File: src/rtl/store_unit_pkg.sv
// Shared definitions for the store path: FSM state encoding, size masks
// and small lane/byte helpers used by the aligner and the control FSM.
package store_unit_pkg;

    typedef enum logic [1:0] {
        IDLE  = 2'd0,
        BEAT0 = 2'd1,
        BEAT1 = 2'd2,
        FAULT = 2'd3
    } state_e;

    localparam logic [3:0] BE_BYTE = 4'b0001;
    localparam logic [3:0] BE_HALF = 4'b0011;
    localparam logic [3:0] BE_WORD = 4'b1111;

    // Size mask for the request; a byte store wins over a halfword store.
    function automatic logic [3:0] size_mask(input logic sb, input logic sh);
        logic [3:0] m;
        if (sb) begin
            m = BE_BYTE;
        end else if (sh) begin
            m = BE_HALF;
        end else begin
            m = BE_WORD;
        end
        return m;
    endfunction

    // Expand a 4-bit byte-enable into a 32-bit bit mask.
    function automatic logic [31:0] byte_mask(input logic [3:0] be);
        logic [31:0] m;
        m = 32'd0;
        for (int i = 0; i < 4; i++) begin
            m[i*8 +: 8] = {8{be[i]}};
        end
        return m;
    endfunction

endpackage

File: src/rtl/store_unit_if.sv
// Request and data-memory write-port bundle of the store unit.
// slave: the store unit itself. master: the requester plus memory side.
interface store_unit_if;
    logic        req_valid;
    logic        req_ready;
    logic [31:0] addr;
    logic [31:0] data_in;
    logic        sb;
    logic        sh;
    logic        mem_wr_en;
    logic [31:0] mem_addr;
    logic [31:0] mem_wdata;
    logic [3:0]  mem_be;
    logic        mem_ack;
    logic        done;
    logic        misaligned_fault;

    modport slave (
        input  req_valid, addr, data_in, sb, sh, mem_ack,
        output req_ready, mem_wr_en, mem_addr, mem_wdata, mem_be,
               done, misaligned_fault
    );

    modport master (
        output req_valid, addr, data_in, sb, sh, mem_ack,
        input  req_ready, mem_wr_en, mem_addr, mem_wdata, mem_be,
               done, misaligned_fault
    );
endinterface

File: src/rtl/store_align.sv
// Combinational lane aligner: places the size-masked store data and its
// byte enables into a two-word window starting at the byte offset, and
// reports whether the store spills into the next word and whether it is
// naturally misaligned for its size.
module store_align
    import store_unit_pkg::*;
(
    input  logic [31:0] data_in,
    input  logic [1:0]  off,
    input  logic        sb,
    input  logic        sh,
    output logic [63:0] lane_vec,
    output logic [7:0]  be_vec,
    output logic        split,
    output logic        nat_misaligned
);

    logic [3:0]  mask_s;
    logic [31:0] data_m_s;

    // Mask data to size, shift data and enables to the byte offset, classify.
    always_comb begin
        mask_s   = size_mask(sb, sh);
        data_m_s = data_in & byte_mask(mask_s);
        lane_vec = {32'd0, data_m_s} << {off, 3'b000};
        be_vec   = {4'd0, mask_s} << off;
        split    = |be_vec[7:4];
        if (mask_s == BE_WORD) begin
            nat_misaligned = (off != 2'b00);
        end else if (mask_s == BE_HALF) begin
            nat_misaligned = off[0];
        end else begin
            nat_misaligned = 1'b0;
        end
    end

endmodule

File: src/rtl/store_unit.sv
// Store unit: accepts one sb/sh/sw request, writes it to a word-addressed
// data memory in one beat, or two beats when it crosses a word boundary,
// and pulses done when retired. With splitting disabled, naturally
// misaligned stores retire immediately with misaligned_fault and no write.
module store_unit
    import store_unit_pkg::*;
#(
    parameter bit SPLIT_MISALIGNED = 1'b1
) (
    input  logic     clk,
    input  logic     rst_n,
    store_unit_if.slave bus
);

    logic [63:0] lane_vec_s;
    logic [7:0]  be_vec_s;
    logic        split_s;
    logic        nat_mis_s;

    state_e      state_r,     state_n;
    logic        req_ready_r, req_ready_n;
    logic        wr_en_r,     wr_en_n;
    logic [31:0] addr_r,      addr_n;
    logic [31:0] wdata_r,     wdata_n;
    logic [3:0]  be_r,        be_n;
    logic        done_r,      done_n;
    logic        fault_r,     fault_n;
    logic [31:0] hi_wdata_r,  hi_wdata_n;
    logic [3:0]  hi_be_r,     hi_be_n;
    logic        split_r,     split_n;

    store_align u_align (
        .data_in        (bus.data_in),
        .off            (bus.addr[1:0]),
        .sb             (bus.sb),
        .sh             (bus.sh),
        .lane_vec       (lane_vec_s),
        .be_vec         (be_vec_s),
        .split          (split_s),
        .nat_misaligned (nat_mis_s)
    );

    // Next-state and next-output logic; every output is registered below.
    always_comb begin
        state_n    = state_r;
        wr_en_n    = wr_en_r;
        addr_n     = addr_r;
        wdata_n    = wdata_r;
        be_n       = be_r;
        done_n     = 1'b0;
        fault_n    = 1'b0;
        hi_wdata_n = hi_wdata_r;
        hi_be_n    = hi_be_r;
        split_n    = split_r;

        case (state_r)
            IDLE: begin
                if (bus.req_valid && req_ready_r) begin
                    hi_wdata_n = lane_vec_s[63:32];
                    hi_be_n    = be_vec_s[7:4];
                    split_n    = split_s;
                    if (!SPLIT_MISALIGNED && nat_mis_s) begin
                        state_n = FAULT;
                        wr_en_n = 1'b0;
                        done_n  = 1'b1;
                        fault_n = 1'b1;
                    end else begin
                        state_n = BEAT0;
                        wr_en_n = 1'b1;
                        addr_n  = {bus.addr[31:2], 2'b00};
                        wdata_n = lane_vec_s[31:0];
                        be_n    = be_vec_s[3:0];
                    end
                end else begin
                    state_n = IDLE;
                end
            end
            BEAT0: begin
                if (bus.mem_ack) begin
                    if (split_r) begin
                        state_n = BEAT1;
                        addr_n  = addr_r + 32'd4;
                        wdata_n = hi_wdata_r;
                        be_n    = hi_be_r;
                    end else begin
                        state_n = IDLE;
                        wr_en_n = 1'b0;
                        done_n  = 1'b1;
                    end
                end else begin
                    state_n = BEAT0;
                end
            end
            BEAT1: begin
                if (bus.mem_ack) begin
                    state_n = IDLE;
                    wr_en_n = 1'b0;
                    done_n  = 1'b1;
                end else begin
                    state_n = BEAT1;
                end
            end
            FAULT: begin
                state_n = IDLE;
                wr_en_n = 1'b0;
            end
            default: begin
                state_n = IDLE;
                wr_en_n = 1'b0;
            end
        endcase

        req_ready_n = (state_n == IDLE);
    end

    // State and output registers; reset abandons any store in flight.
    always_ff @(posedge clk or negedge rst_n) begin
        if (!rst_n) begin
            state_r     <= IDLE;
            req_ready_r <= 1'b1;
            wr_en_r     <= 1'b0;
            addr_r      <= 32'd0;
            wdata_r     <= 32'd0;
            be_r        <= 4'd0;
            done_r      <= 1'b0;
            fault_r     <= 1'b0;
            hi_wdata_r  <= 32'd0;
            hi_be_r     <= 4'd0;
            split_r     <= 1'b0;
        end else begin
            state_r     <= state_n;
            req_ready_r <= req_ready_n;
            wr_en_r     <= wr_en_n;
            addr_r      <= addr_n;
            wdata_r     <= wdata_n;
            be_r        <= be_n;
            done_r      <= done_n;
            fault_r     <= fault_n;
            hi_wdata_r  <= hi_wdata_n;
            hi_be_r     <= hi_be_n;
            split_r     <= split_n;
        end
    end

    assign bus.req_ready        = req_ready_r;
    assign bus.mem_wr_en        = wr_en_r;
    assign bus.mem_addr         = addr_r;
    assign bus.mem_wdata        = wdata_r;
    assign bus.mem_be           = be_r;
    assign bus.done             = done_r;
    assign bus.misaligned_fault = fault_r;

endmodule

File: src/flat_wrapper.sv
// flat-port wrapper written by rule: the top's interface ports become plain ports
module store_unit_flat import store_unit_pkg::*;
#(
    parameter bit SPLIT_MISALIGNED = 1'b1
)
  (clk, rst_n, bus_req_valid, bus_addr, bus_data_in, bus_sb, bus_sh, bus_mem_ack, bus_req_ready, bus_mem_wr_en, bus_mem_addr, bus_mem_wdata, bus_mem_be, bus_done, bus_misaligned_fault);
  store_unit_if bus_i ();
  input  logic clk;
  input  logic rst_n;
  input wire logic [$bits(bus_i.req_valid)-1:0] bus_req_valid;
  input wire logic [$bits(bus_i.addr)-1:0] bus_addr;
  input wire logic [$bits(bus_i.data_in)-1:0] bus_data_in;
  input wire logic [$bits(bus_i.sb)-1:0] bus_sb;
  input wire logic [$bits(bus_i.sh)-1:0] bus_sh;
  input wire logic [$bits(bus_i.mem_ack)-1:0] bus_mem_ack;
  output wire logic [$bits(bus_i.req_ready)-1:0] bus_req_ready;
  output wire logic [$bits(bus_i.mem_wr_en)-1:0] bus_mem_wr_en;
  output wire logic [$bits(bus_i.mem_addr)-1:0] bus_mem_addr;
  output wire logic [$bits(bus_i.mem_wdata)-1:0] bus_mem_wdata;
  output wire logic [$bits(bus_i.mem_be)-1:0] bus_mem_be;
  output wire logic [$bits(bus_i.done)-1:0] bus_done;
  output wire logic [$bits(bus_i.misaligned_fault)-1:0] bus_misaligned_fault;
  assign bus_i.req_valid = bus_req_valid;
  assign bus_i.addr = bus_addr;
  assign bus_i.data_in = bus_data_in;
  assign bus_i.sb = bus_sb;
  assign bus_i.sh = bus_sh;
  assign bus_i.mem_ack = bus_mem_ack;
  assign bus_req_ready = bus_i.req_ready;
  assign bus_mem_wr_en = bus_i.mem_wr_en;
  assign bus_mem_addr = bus_i.mem_addr;
  assign bus_mem_wdata = bus_i.mem_wdata;
  assign bus_mem_be = bus_i.mem_be;
  assign bus_done = bus_i.done;
  assign bus_misaligned_fault = bus_i.misaligned_fault;
  store_unit #(.SPLIT_MISALIGNED(SPLIT_MISALIGNED)) u_core (.clk(clk), .rst_n(rst_n), .bus(bus_i));
endmodule
File: config.mk
export PLATFORM = sky130hd
export DESIGN_NAME = store_unit_flat
export DESIGN_NICKNAME = d
export VERILOG_FILES = /design/src/rtl/store_unit_pkg.sv /design/src/rtl/store_unit_if.sv /design/src/rtl/store_align.sv /design/src/rtl/store_unit.sv /design/src/flat_wrapper.sv
export SDC_FILE = /design/constraint.sdc
export NUM_CORES = 1
export LEC_CHECK = 0
export ABC_AREA = 1
export CORE_MARGIN = 2
export CORE_UTILIZATION = 34
export CTS_CLUSTER_SIZE = 20
export DETAILED_ROUTE_END_ITERATION = 7
export PLACE_DENSITY = 0.56
export SYNTH_ARGS = -nofsm -noshare
export SYNTH_HDL_FRONTEND = slang
export SYNTH_SLANG_ARGS = --single-unit
File: constraint.sdc
create_clock -name clk -period 2 [get_ports clk]
set_clock_uncertainty 0.05 [all_clocks]
set_input_delay 0.4 -clock clk [delete_from_list [all_inputs] [get_ports clk]]
set_output_delay 0.4 -clock clk [all_outputs]
set_load 0.03 [all_outputs]
=== After elaboration in Yosys (flattened, before gate mapping) ===
Index checks and enable logic that the tools add are counted.

* Register bits after elaboration: 110
* Bits of input ports: 70
* Output and inout bits: 72
* Word-level logic and storage cells: 58

* Add/subtract/negate cells: 1
* Eq/ne operators: 8
* Shifts and indexed selects: 2
* Mux-type cells: 28
* Bitwise operators: 1
* Reduce and logical (&&, ||, !) cells: 8

{| class="wikitable"
|+ Operators with widths
! operator !! number
|-
| 2-to-1 mux 32 bit || 6
|-
| one-hot mux 32 bit (2 select lines) || 2
|-
| left shift 32 x 5 -> 64 bit || 1
|-
| adder 32 x 3 -> 32 bit, second input constant || 1
|-
| bitwise AND 32 bit || 1
|-
| 2-to-1 mux 4 bit || 5
|-
| 2-to-1 mux 1 bit || 8
|-
| one-hot mux 2 bit (4 select lines) || 1
|-
| one-hot mux 4 bit (2 select lines) || 1
|-
| AND reduction 4 bit || 2
|-
| left shift 4 x 2 -> 8 bit || 1
|-
| 2-to-1 mux 2 bit || 3
|-
| inequality test 2 bit, second input constant || 3
|-
| equality test 2 bit, second input constant || 2
|-
| zero test 2 bit || 2
|-
| inequality test 2 x 1 -> 1 bit, second input constant || 2
|-
| one-hot mux 1 bit (4 select lines) || 1
|-
| OR reduction 4 bit || 1
|-
| equality test 2 x 1 -> 1 bit, second input constant || 1
|-
| one-hot mux 1 bit (2 select lines) || 1
|-
| AND reduction 2 bit || 1
|-
| nonzero test 2 bit || 1
|-
| logical AND 1 bit || 1
|}

=== Logic depth before layout (Yosys ltp) ===
* Depth in word-level cells: 6
* Gate-level depth with buffers: 10
* Gate-level depth less buffers: 10

=== Cells and area by module ===
A second synthesis with hierarchy kept.

* Cells, all modules: 922
* Area total of the unflattened synthesis: 6643.9 µm²

{| class="wikitable"
|+ By module, submodules not included
! module !! times used !! cells each !! area an instance (µm²) !! seq. area each (µm²)
|-
| store_unit || 1 || 682 || 5502.8 || 2703.8
|-
| store_align || 1 || 240 || 1141.1 || 0.0
|}

=== Least setup slack after synthesis ===
No wires, ideal clock.

* Kind: flip-flop to flip-flop
* From: reg u_core.addr_r[3] (netlist: u_core.bus.mem_addr[3])
* To: reg u_core.addr_r[28] (netlist: u_core.bus.mem_addr[28])
* Setup time: 0.117 ns
* Arrival time: 1.602 ns
* Required time: 1.833 ns
* Path slack: 0.231 ns
* Stages on the path, launching flop included: 11
* Buffers on the path: 0
* Period minus slack after synthesis: 1.769 ns
* Path through: dfrtp_1 ha_1 nand2_1 nor2_4 nand2_1 nor2_1 nand2_1 nand2_1 nand3_1 nand2_1 nand2_1

* Cells in the longest elaborated chain, start to end: 4

{| class="wikitable"
|+ RTL lines
! what !! line !! RTL
|-
| start, declared || store_unit.sv:23 || <nowiki>logic [31:0] addr_r, addr_n;</nowiki>
|-
| start signal, assigned || store_unit.sv:134 || <nowiki>addr_r <= addr_n;</nowiki>
|-
| adder 32 x 3 -> 32 bit || store_unit.sv:82 || <nowiki>addr_n = addr_r + 32'd4;</nowiki>
|-
| 2-to-1 mux 32 bit || store_unit.sv:80 || <nowiki>if (split_r) begin</nowiki>
|-
| 2-to-1 mux 32 bit || store_unit.sv:79 || <nowiki>if (bus.mem_ack) begin</nowiki>
|-
| one-hot mux 32 bit (2 select lines) || store_unit.sv:56 || <nowiki>case (state_r)</nowiki>
|}

No other way between the ends. The select of a mux whose other input is x is not followed.
A chain may end at the register's enable or synchronous reset.

=== Worst setup path in the final report ===
* From: reg u_core.addr_r[16] (netlist: u_core.bus.mem_addr[16])
* To: out bus_mem_addr[16]

{| class="wikitable"
|+ RTL lines
! what !! line !! RTL
|-
| end, declared || flat_wrapper.sv:18 || <nowiki>output wire logic [$bits(bus_i.mem_addr)-1:0] bus_mem_addr;</nowiki>
|}

No word-level cell between the ends.

==> results.md <==
* Initial antenna violation count at 0
* Arr. time, crit path at about 1.5 ns
* Cell variety after synth at 36
* Final min period at around 2 ns
* Yosys reg bits at 99
* # diodes at 0
* Max Slew Vio Count at 0
* Hold Violations, Final at 0
* First-pass GRT wire length at 30400 um
* RSZ-0062 raised after global routing: yes
* Largest stage delay on the critical path at between 0.7 and 0.8 ns
* Crit path capture type: primary output
* Post-Syn Area at approximately 0.0056 mm^2
* PD cells at 1570 mW/mm^2
* Core ar. at between 0.015 and 0.02 mm^2
* # port buffers at 138
* Syn Inst Count at 788
* Req. time, crit path at about 1.6 ns
* H-Tree Depth at 3
* Critical Path, Cell by Cell: clkdlybuf4s50_1
* Grt peak-use layer: met2
* Worst Max-Slew Pin Slew at approximately 0.57 ns
* Core Rows at 47
* CP Buf/Inv Count at 1
* Post-DP HPWL at between 10000 and 15000 um
* CTS tree: done
* Commonest non-fill, non-tap cell in the layout: nand2_1
* Drt drc at 0
* F_max at between 500 and 600 MHz
* Sequential cell area fraction in the yosys report at 44.0%
* Global-route usage over all layers at 21.9%
* Startpoint Class: register
* Grt met2 use at a little over a third
* Final period util at 98.5%
* Worst-path clk slew at approximately 0.07 ns
* Area of the die at between 0.015 and 0.02 mm^2
* CTS Root Buffer Type: clkbuf_16
* CTS sink count at between 90 and 100
* Crit path max fanout at 5
* Die extent in y at 133 um
* Die width at approximately 130 um
* IO Count at roughly 140
* Tot Pwr at 12.7 mW
* Max clock buf depth at 2
* Final setup viols at 0
* Worst skew pair latency at approximately 0.35 ns
* Routed len/inst at 16.2 um
* Synth Warn # at 0
* Vias in the first global route at between 5000 and 6000
* Total congestion overflow at 0
* Area Growth Syn to Fin at 43.0%
* Max-capacitance violation count at 0
* Via density per instance at between 4 and 5
* Largest net degree at the start of global routing at 100
* Post-Layout Inst Area at 0.00806 mm^2
* Worst path slowest cell: clkdlybuf4s50_1
* CTS buffer count at 9
* Commonest non-fill, non-tap cells in the layout: 259 x nand2_1, 121 x clkdlybuf4s50_1, 98 x dfrtp_1
* Routed via count at around 5900
* GR Layer Usage met1 at 29.3%
* GR Util met3 at about 3.2%
* WL final at approximately 19000 um
* Delay-heaviest family, CP: buffers and inverters
* Synthesized area per cell at 7.15 um^2
* Antenna viol nets, final at 0
* Slew headroom at between 60% and 70%
* Count of nets after finishing at between 1000 and 1500
* Status: finished clean
* Hold WC Path Type: input port to asynchronous set/reset pin
* Final core occ at approximately half
* Placed Area at ~0.0077 mm^2
* Crit Path Class: register to primary output
* Layout cell share with drive strength beyond 1 at around 10%
* Drt first pass iters at 6
* Starting Density at between 30% and 40%
* GP Congestion at 0.905
* Peak VDD IR at approximately 0.83 mV
* 1st-iter DRT viols at 361
* Leakage at between 3 and 4 nW
* Setup Fix Bufs, Post-CTS at 0
-- what timing repair did --
item / CTS / global route
gates cloned: 0 / 1
hold buffers: 0 / 0
gates resized for setup: 4 / 15
pin swaps: 0 / 0
endpoints found under the setup margin: 4 / 20
-- cell type report --
type | instances | area, um^2
Fill cell | 1645 | 8350
Clock inverter | 4 | 56.3
Clock buffer | 12 | 256
Tap cell | 220 | 275
Multi-Input combinational cell | 595 | 2780
Sequential cell | 99 | 2480
Timing Repair Buffer | 198 | 2000
Inverter | 58 | 221
-- where the power goes --
group	switching, mW	total [mW]	internal, mW
clock	0.812	1.86	1.05
sequential	0.779	3.61	2.83
combinational	4.27	7.20	2.93
total	5.86	12.7	6.81
-- cell families (layout without fill, tap and decap cells) --
group / count (synthesis) / count (layout) / synth area share, %
simple gates: 448 / 448 / 32.8
fa+ha+maj: 5 / 5 / 1.11
buf+inv: 96 / 272 / 7.23
compound gates: 137 / 137 / 14.6
xor+xnor: 2 / 2 / 0.311
flops: 99 / 99 / 44.0
other cells: 1 / 3 / 0.0665
-- state kept, by name, summed over array words and instances, names as in the netlist --
| register | cells |
|---|---|
| u_core.bus.done | 1 |
| u_core.state_r | 2 |
| u_core.bus.mem_wdata | 32 |
| u_core.bus.req_ready | 1 |
| u_core.hi_be_r | 3 |
| u_core.split_r | 1 |
| u_core.bus.mem_wr_en | 1 |
| u_core.bus.mem_be | 4 |
| u_core.bus.mem_addr | 30 |
| u_core.hi_wdata_r | 24 |
-- through the flow --
step	setup TNS (ns)	worst slack (ns)	cells	hold WS, ns
5_1_grt	-0.0185	-0.0185	1186	0.106
3_5_place_dp	-0.206	-0.113	1169	0.417
2_1_floorplan	0	0.231	790	0.0544
6_report	0	0.0307	1186	0.0617
3_3_place_gp	-0.173	-0.118	1169	0.414
4_1_cts	0	0.00498	1185	0.0886
-- layer usage --
layer | up-vias | part of all wire [%] | routed length (um)
li1 | 2927 | - | -
met1 | 2756 | 45 | 8650
met2 | 201 | 47 | 8990
met3 | 36 | 5.5 | 1050
met4 | 0 | 2.9 | 557
met5 | - | 0 | 0
-- Yosys cell counts --
master,number,area share (%)
nand2_1,259,17
dfrtp_1,98,43
nor2_1,95,6.3
nand3_1,71,6.3
inv_1,52,3.5
o21ai_0,50,4.4
a21oi_1,29,2.6
buf_2,20,1.8
clkbuf_1,12,0.80
a31oi_1,9,1.0
a22o_1,8,1.2
a41oi_1,8,1.2
a22oi_1,7,0.93
o21ai_1,7,0.62
inv_2,6,0.40
o211ai_1,6,0.80
o22ai_1,6,0.67
ha_1,5,1.1
buf_4,4,0.53
nor2_4,4,0.80
nor3_1,4,0.36
o31ai_1,4,0.53
and2_1,3,0.33
nand2_2,3,0.33
nand4_1,3,0.33
nor3b_1,3,0.40
nor2_2,2,0.22
xnor2_1,2,0.31
a211oi_1,1,0.13
buf_1,1,0.067
buf_6,1,0.20
conb_1,1,0.067
dfstp_2,1,0.47
o221ai_1,1,0.16
o31ai_2,1,0.22
or2_2,1,0.11
-- final timing paths --
kind | startpoint | to | slack, ns | depth (start not counted)
setup reg to reg | u_core.state_r[0] | u_core.bus.mem_addr[18] | 0.16 | 10
hold / removal | rst_n | u_core.bus.mem_addr[22] | 0.06 | 2
min in group clk | u_core.bus.mem_be[3] | u_core.bus.mem_be[3] | 0.44 | 2
setup / recovery | u_core.bus.mem_addr[16] | bus_mem_addr[16] | 0.03 | 1
max in group asynchronous | rst_n | u_core.bus.mem_be[3] | 1.41 | 2
hold reg to reg | u_core.bus.mem_be[3] | u_core.bus.mem_be[3] | 0.44 | 2
Power figures use the tool's default switching activity.
==> RTL change 1, RTL diff (config.mk and constraints unchanged) <==
`SPLIT_MISALIGNED` is set to 1'b1 in 2 places; all go to 1'b0.
--- a/src/rtl/store_unit.sv
+++ b/src/rtl/store_unit.sv
@@ -5,7 +5,7 @@
 module store_unit
     import store_unit_pkg::*;
 #(
-    parameter bit SPLIT_MISALIGNED = 1'b1
+    parameter bit SPLIT_MISALIGNED = 1'b0
 ) (
     input  logic     clk,
     input  logic     rst_n,
--- a/src/flat_wrapper.sv
+++ b/src/flat_wrapper.sv
@@ -1,7 +1,7 @@
 // flat-port wrapper written by rule: the top's interface ports become plain ports
 module store_unit_flat import store_unit_pkg::*;
 #(
-    parameter bit SPLIT_MISALIGNED = 1'b1
+    parameter bit SPLIT_MISALIGNED = 1'b0
 )
   (clk, rst_n, bus_req_valid, bus_addr, bus_data_in, bus_sb, bus_sh, bus_mem_ack, bus_req_ready, bus_mem_wr_en, bus_mem_addr, bus_mem_wdata, bus_mem_be, bus_done, bus_misaligned_fault);
   store_unit_if bus_i ();
Behaviour: not the same (Yosys sat finds a counterexample within 4 cycles, from zero or initial values and one cycle with rst_n low).
==> RTL change 1 against the unedited design <==
  * Power down 8.2%
  * Final cell count up 1.6%
  * Sequential share of layout area up 0.67 points
  * Worst setup slack better by 0.0088 ns
  * Fmax up 0.45%
  * Synthesized area up 1.6%
  * Wire length down 1.1%
  * Hold slack better by 0.37 ns
  * Non-clock buffer count down 7
  * Sequential cell count up 1
  * Design area down 1.1%
  * Count of clock-buffer cells in the layout down 2
==> RTL change 1: results (changes against the unedited design) <==
[clock_network]
post_cts_buffers=0  ; unchanged
cts.hold.buffers_added=1  ; was 0
clockRootBuffer=clkbuf_16  ; unchanged
cts.clk_slew.worst_paths_ns=0.07  ; about the same
numCtsBuffers=9  ; unchanged
htreeDepth=3  ; unchanged

[finish]
n_fill_cell=1680  ; was 1,645
num_antenna_cells=0  ; unchanged
fin_util=0.4822  ; was 0.4913
finalNetCount=1051  ; was 1,036
drive_gt1_frac=0.09543  ; was 0.1004
largest_reg_flops=32  ; unchanged

[routing]
drtIter0Drc=460  ; was 361
wl_per_cell_um=15.79  ; was 16.23 um
wl_met2_mm=8.947  ; was 8.990 mm
vias=6011  ; was 5,920
drtPass1Iterations=5  ; was 6
m1WireLength_mm=8.355  ; was 8.652 mm
maxUsedRoutingLayer=met4  ; unchanged
route.met3.wl_mm=1.245  ; was 1.052 mm

[global_routing]
grt_use_met1=0.2812  ; was 0.2933
grt_max_degree=40  ; was 100
grt_pass1_wl_mm=30.57  ; was 30.40 mm
grt_use_met2=0.3618  ; was 0.3584
met3_usage=0.04875  ; was 0.03180
grtUsageTotal=0.2173  ; was 0.2189
grt_pass1_vias=5752  ; was 5,781

[power]
ir_drop_uv=835.6  ; was 833.2 uV
cellInternalPower_mw=6.195  ; was 6.811 mW
clkPwrFrac=0.149  ; was 0.147
leakagePower_nw=3.684  ; was 3.697 nW

[synthesis]
muxShareOfSynthArea=0  ; unchanged
synthArstFlopShare=1.000  ; unchanged
ys_top_cells_by_count=284 x nand2_1, 106 x nor2_1, 99 x dfrtp_1, 60 x o21ai_0, 56 x nand3_1  ; was 259 x nand2_1, 98 x dfrtp_1, 95 x nor2_1, 71 x nand3_1, 52 x inv_1
synth_edf_count=0  ; unchanged
ys_seq_area_frac=0.4372  ; was 0.4396
ys_warn_count=0  ; unchanged
synth-adder-area-share=0.002185  ; was 0.01110
synth-compound-area-share=0.1414  ; was 0.1456
synth.area.top_cells=dfrtp_1 43%, nand2_1 19%, nor2_1 6.9%  ; was dfrtp_1 43%, nand2_1 17%, nor2_1 6.3%
synth_xor_area_frac=0.001529  ; was 0.003107
ys_types=35  ; was 36

[setup_path]
crit_arrival_ns=1.51
crit_slowest_cell=clkdlybuf4s50_1  ; unchanged
critPathMaxStageDelay_ns=0.71

[placed_design]
dpl_cell_area_um2=7654  ; was 7680 um^2
dpl.hpwl_mm=14.34  ; was 14.20 mm
io_buffers=139  ; was 138
gp_congestion=0.8773  ; was 0.9053

[run_status]
outcome=finished clean  ; unchanged

[hold_path]
min_path_type=reg2reg  ; was in2async
holdPathStages=2

## RTL change 1: cell count changes after synthesis, sizes merged, moves of 6 or more
cell / unedited run / this run
a31oi: 9 / 18
a22o: 8 / 0
o211ai: 6 / 0
a41oi: 8 / 0
nand2: 262 / 289
a22oi: 7 / 15
nand3: 71 / 57
o21ai: 57 / 71
nor2: 101 / 117
## RTL change 1: final timing paths
| kind | end | slack (ns) | from |
|---|---|---|---|
| setup / recovery | bus_mem_addr[29] | 0.04 | u_core.bus.mem_addr[29]$_DFFE_PN0P_ |
| hold / removal | u_core.hi_wdata_r[15]$_DFFE_PN0P_ | 0.43 | u_core.hi_wdata_r[15]$_DFFE_PN0P_ |
| setup reg to reg | u_core.bus.mem_addr[22]$_DFFE_PN0P_ | 0.17 | u_core.bus.mem_addr[2]$_DFFE_PN0P_ |
| hold reg to reg | u_core.hi_wdata_r[15]$_DFFE_PN0P_ | 0.43 | u_core.hi_wdata_r[15]$_DFFE_PN0P_ |
| max in group asynchronous | u_core.bus.mem_addr[3]$_DFFE_PN0P_ | 0.79 | rst_n |
| min in group asynchronous | u_core.bus.mem_wdata[16]$_DFFE_PN0P_ | 0.50 | rst_n |
## RTL change 1: area by class of cell
type | instances | share of cell area
sequential | 100 | 0.3142
timing repair buffer | 191 | 0.2387
clock inverter | 6 | 0.005809
tap | 220 | 0.03454
clock buffer | 10 | 0.02999
inverter | 54 | 0.02575
multi-input combinational | 624 | 0.3511
## RTL change 1: metrics by stage
step / setup slack (ns) / std cells / power (mW)
6_report: 0.03958 / 1205 / 11.63
5_1_grt: 0.005142 / 1205 / 12.45
4_1_cts: 0.01119 / 1205 / 11.74
3_5_place_dp: -0.07504 / 1188 / 10.01
3_3_place_gp: -0.06856 / 1188 / 9.974
2_1_floorplan: 0.2374 / 817 / 7.368
==> RTL change 2, RTL diff (same flow settings) <==
Made on the original files. Encoding of `state_e`: now one-hot (4 bits for 4 states).
--- a/src/rtl/store_unit_pkg.sv
+++ b/src/rtl/store_unit_pkg.sv
@@ -2,11 +2,11 @@
 // and small lane/byte helpers used by the aligner and the control FSM.
 package store_unit_pkg;
 
-    typedef enum logic [1:0] {
-        IDLE  = 2'd0,
-        BEAT0 = 2'd1,
-        BEAT1 = 2'd2,
-        FAULT = 2'd3
+    typedef enum logic [3:0] {
+        IDLE  = 4'b0001,
+        BEAT0 = 4'b0010,
+        BEAT1 = 4'b0100,
+        FAULT = 4'b1000
     } state_e;
 
     localparam logic [3:0] BE_BYTE = 4'b0001;
Formal check against the unedited RTL: no difference found for any inputs over 4 cycles, from zero or initial values and one cycle with rst_n low; so few cycles prove little.
==> RTL change 2 against the unedited design <==
  * Wire length decreased by 2.4%
  * Sequential cell count increased by 1
  * Sequential share of layout area increased by 0.11 points
  * Highest routed layer unchanged
  * Global-route usage decreased by 0.98 points
  * Largest cell class unchanged
  * Power decreased by 13%
  * Synthesized area increased by 4.5%
  * Hold slack improved by 0.37 ns
  * Worst setup slack improved by 0.0025 ns
  * First-iteration DRC count decreased by 1.4%
  * Synthesized cell count increased by 8.4%
  * Count of clock-buffer cells in the layout decreased by 3
  * Design area increased by 0.70%
==> RTL change 2: results (changes against the unedited design) <==
[placed_design]
dpl.hpwl_mm=14.16  ; was 14.20 mm
gp_congestion=0.9085  ; was 0.9053
post-place-ws_ns=-0.03530  ; was -0.1131 ns
dpl_cell_area_um2=7781  ; was 7680 um^2

[global_routing]
met3_usage=0.03105  ; was 0.03180
grt_use_met2=0.3314  ; was 0.3584
grt_use_met1=0.2970  ; was 0.2933
grtUsageTotal=0.2092  ; was 0.2189
grt_max_degree=45  ; was 100
grt_pass1_vias=5564  ; was 5,781

[setup_path]
r2r_start=u_core.bus.mem_addr[4]$_DFFE_PN0P_  ; was u_core.state_r[0]$_DFF_PN0_
crit_start=u_core.bus.mem_addr[15]$_DFFE_PN0P_  ; was u_core.bus.mem_addr[16]$_DFFE_PN0P_

[finish]
finalNetCount=1079  ; was 1,036
n_fill_cell=1774  ; was 1,645

[synthesis]
ys_seq_area_frac=0.4253  ; was 0.4396
ys_types=37  ; was 36
synth.area.top_cells=dfrtp_1 42%, nand2_1 19%, nand3_1 6.5%  ; was dfrtp_1 43%, nand2_1 17%, nor2_1 6.3%
netlist_instances=854  ; was 788
ys_top_cells_by_count=293 x nand2_1, 98 x dfrtp_1, 77 x nand3_1, 74 x inv_1, 71 x nor2_1  ; was 259 x nand2_1, 98 x dfrtp_1, 95 x nor2_1, 71 x nand3_1, 52 x inv_1

[clock_network]
clockRootBuffer=clkbuf_16  ; unchanged

[routing]
m1WireLength_mm=8.891  ; was 8.652 mm
via_per_inst=4.873  ; was 4.992
route.met3.wl_mm=1.060  ; was 1.052 mm
vias=6033  ; was 5,920
wl_per_cell_um=15.18  ; was 16.23 um
drtPass1Iterations=4  ; was 6
drtIter0Drc=356  ; was 361
wl_met2_mm=8.609  ; was 8.990 mm

[power]
p_sw_frac=0.4525  ; was 0.4625
ir_drop_uv=621.2  ; was 833.2 uV
power_mw=10.99  ; was 12.67 mW
p_comb_frac=0.514  ; was 0.568
leakagePower_nw=3.782  ; was 3.697 nW

[run_status]
outcome=finished clean  ; unchanged

[hold_path]
min_path_type=reg2reg  ; was in2async

RTL change 2: cell count changes after synthesis, sizes merged, moves of 8 or more:
cell | before | now
nand2 | 262 | 295
a31oi | 9 | 0
nor2 | 101 | 81
a41oi | 8 | 0
a22o | 8 | 0
inv | 58 | 79
o21ai | 57 | 78
a21oi | 29 | 49
RTL change 2: cell type report:
cell class	count	area, um^2	area share
Sequential cell	100	2505	0.3086
Multi-Input combinational cell	632	2864	0.3528
Inverter	79	299.0	0.03684
Tap cell	225	281.5	0.03468
Timing Repair Buffer	186	1869	0.2303
Clock buffer	9	225.2	0.02774
Clock inverter	7	73.82	0.009094
RTL change 2: cell families (layout without fill, tap and decap cells):
kind of cell               after synthesis  in the layout  share of synthesized area
buffers and inverters                  124            281                    0.09263
muxes                                    1              1                   0.001700
adders and majority gates                1              1                   0.002124
xor gates and xnor gates                 3              3                   0.004462
and+or+nand+nor                        467            467                     0.3278
AOI/OAI and AO/OA                      157            157                     0.1453
DFF                                    100            100                     0.4253
other                                    1              3                  0.0006367
RTL change 2: worst paths after layout:
kind	endpoint	slack, ns	depth (start not counted)
setup reg to reg	u_core.bus.mem_addr[19]$_DFFE_PN0P_	0.21	9
min in group asynchronous	u_core.bus.mem_addr[4]$_DFFE_PN0P_	0.49	2
hold / removal	u_core.bus.mem_wdata[16]$_DFFE_PN0P_	0.43	2
hold reg to reg	u_core.bus.mem_wdata[16]$_DFFE_PN0P_	0.43	2
setup / recovery	bus_mem_addr[15]	0.03	1
max in group asynchronous	u_core.bus.mem_wdata[16]$_DFFE_PN0P_	0.85	3
RTL change 2: timing repair:
item | CTS | global route
endpoints found under the setup margin | 4 | 14
resized for setup | 4 | 11
hold buffers | 1 | 0
hold endpoints to repair | 27 | 0
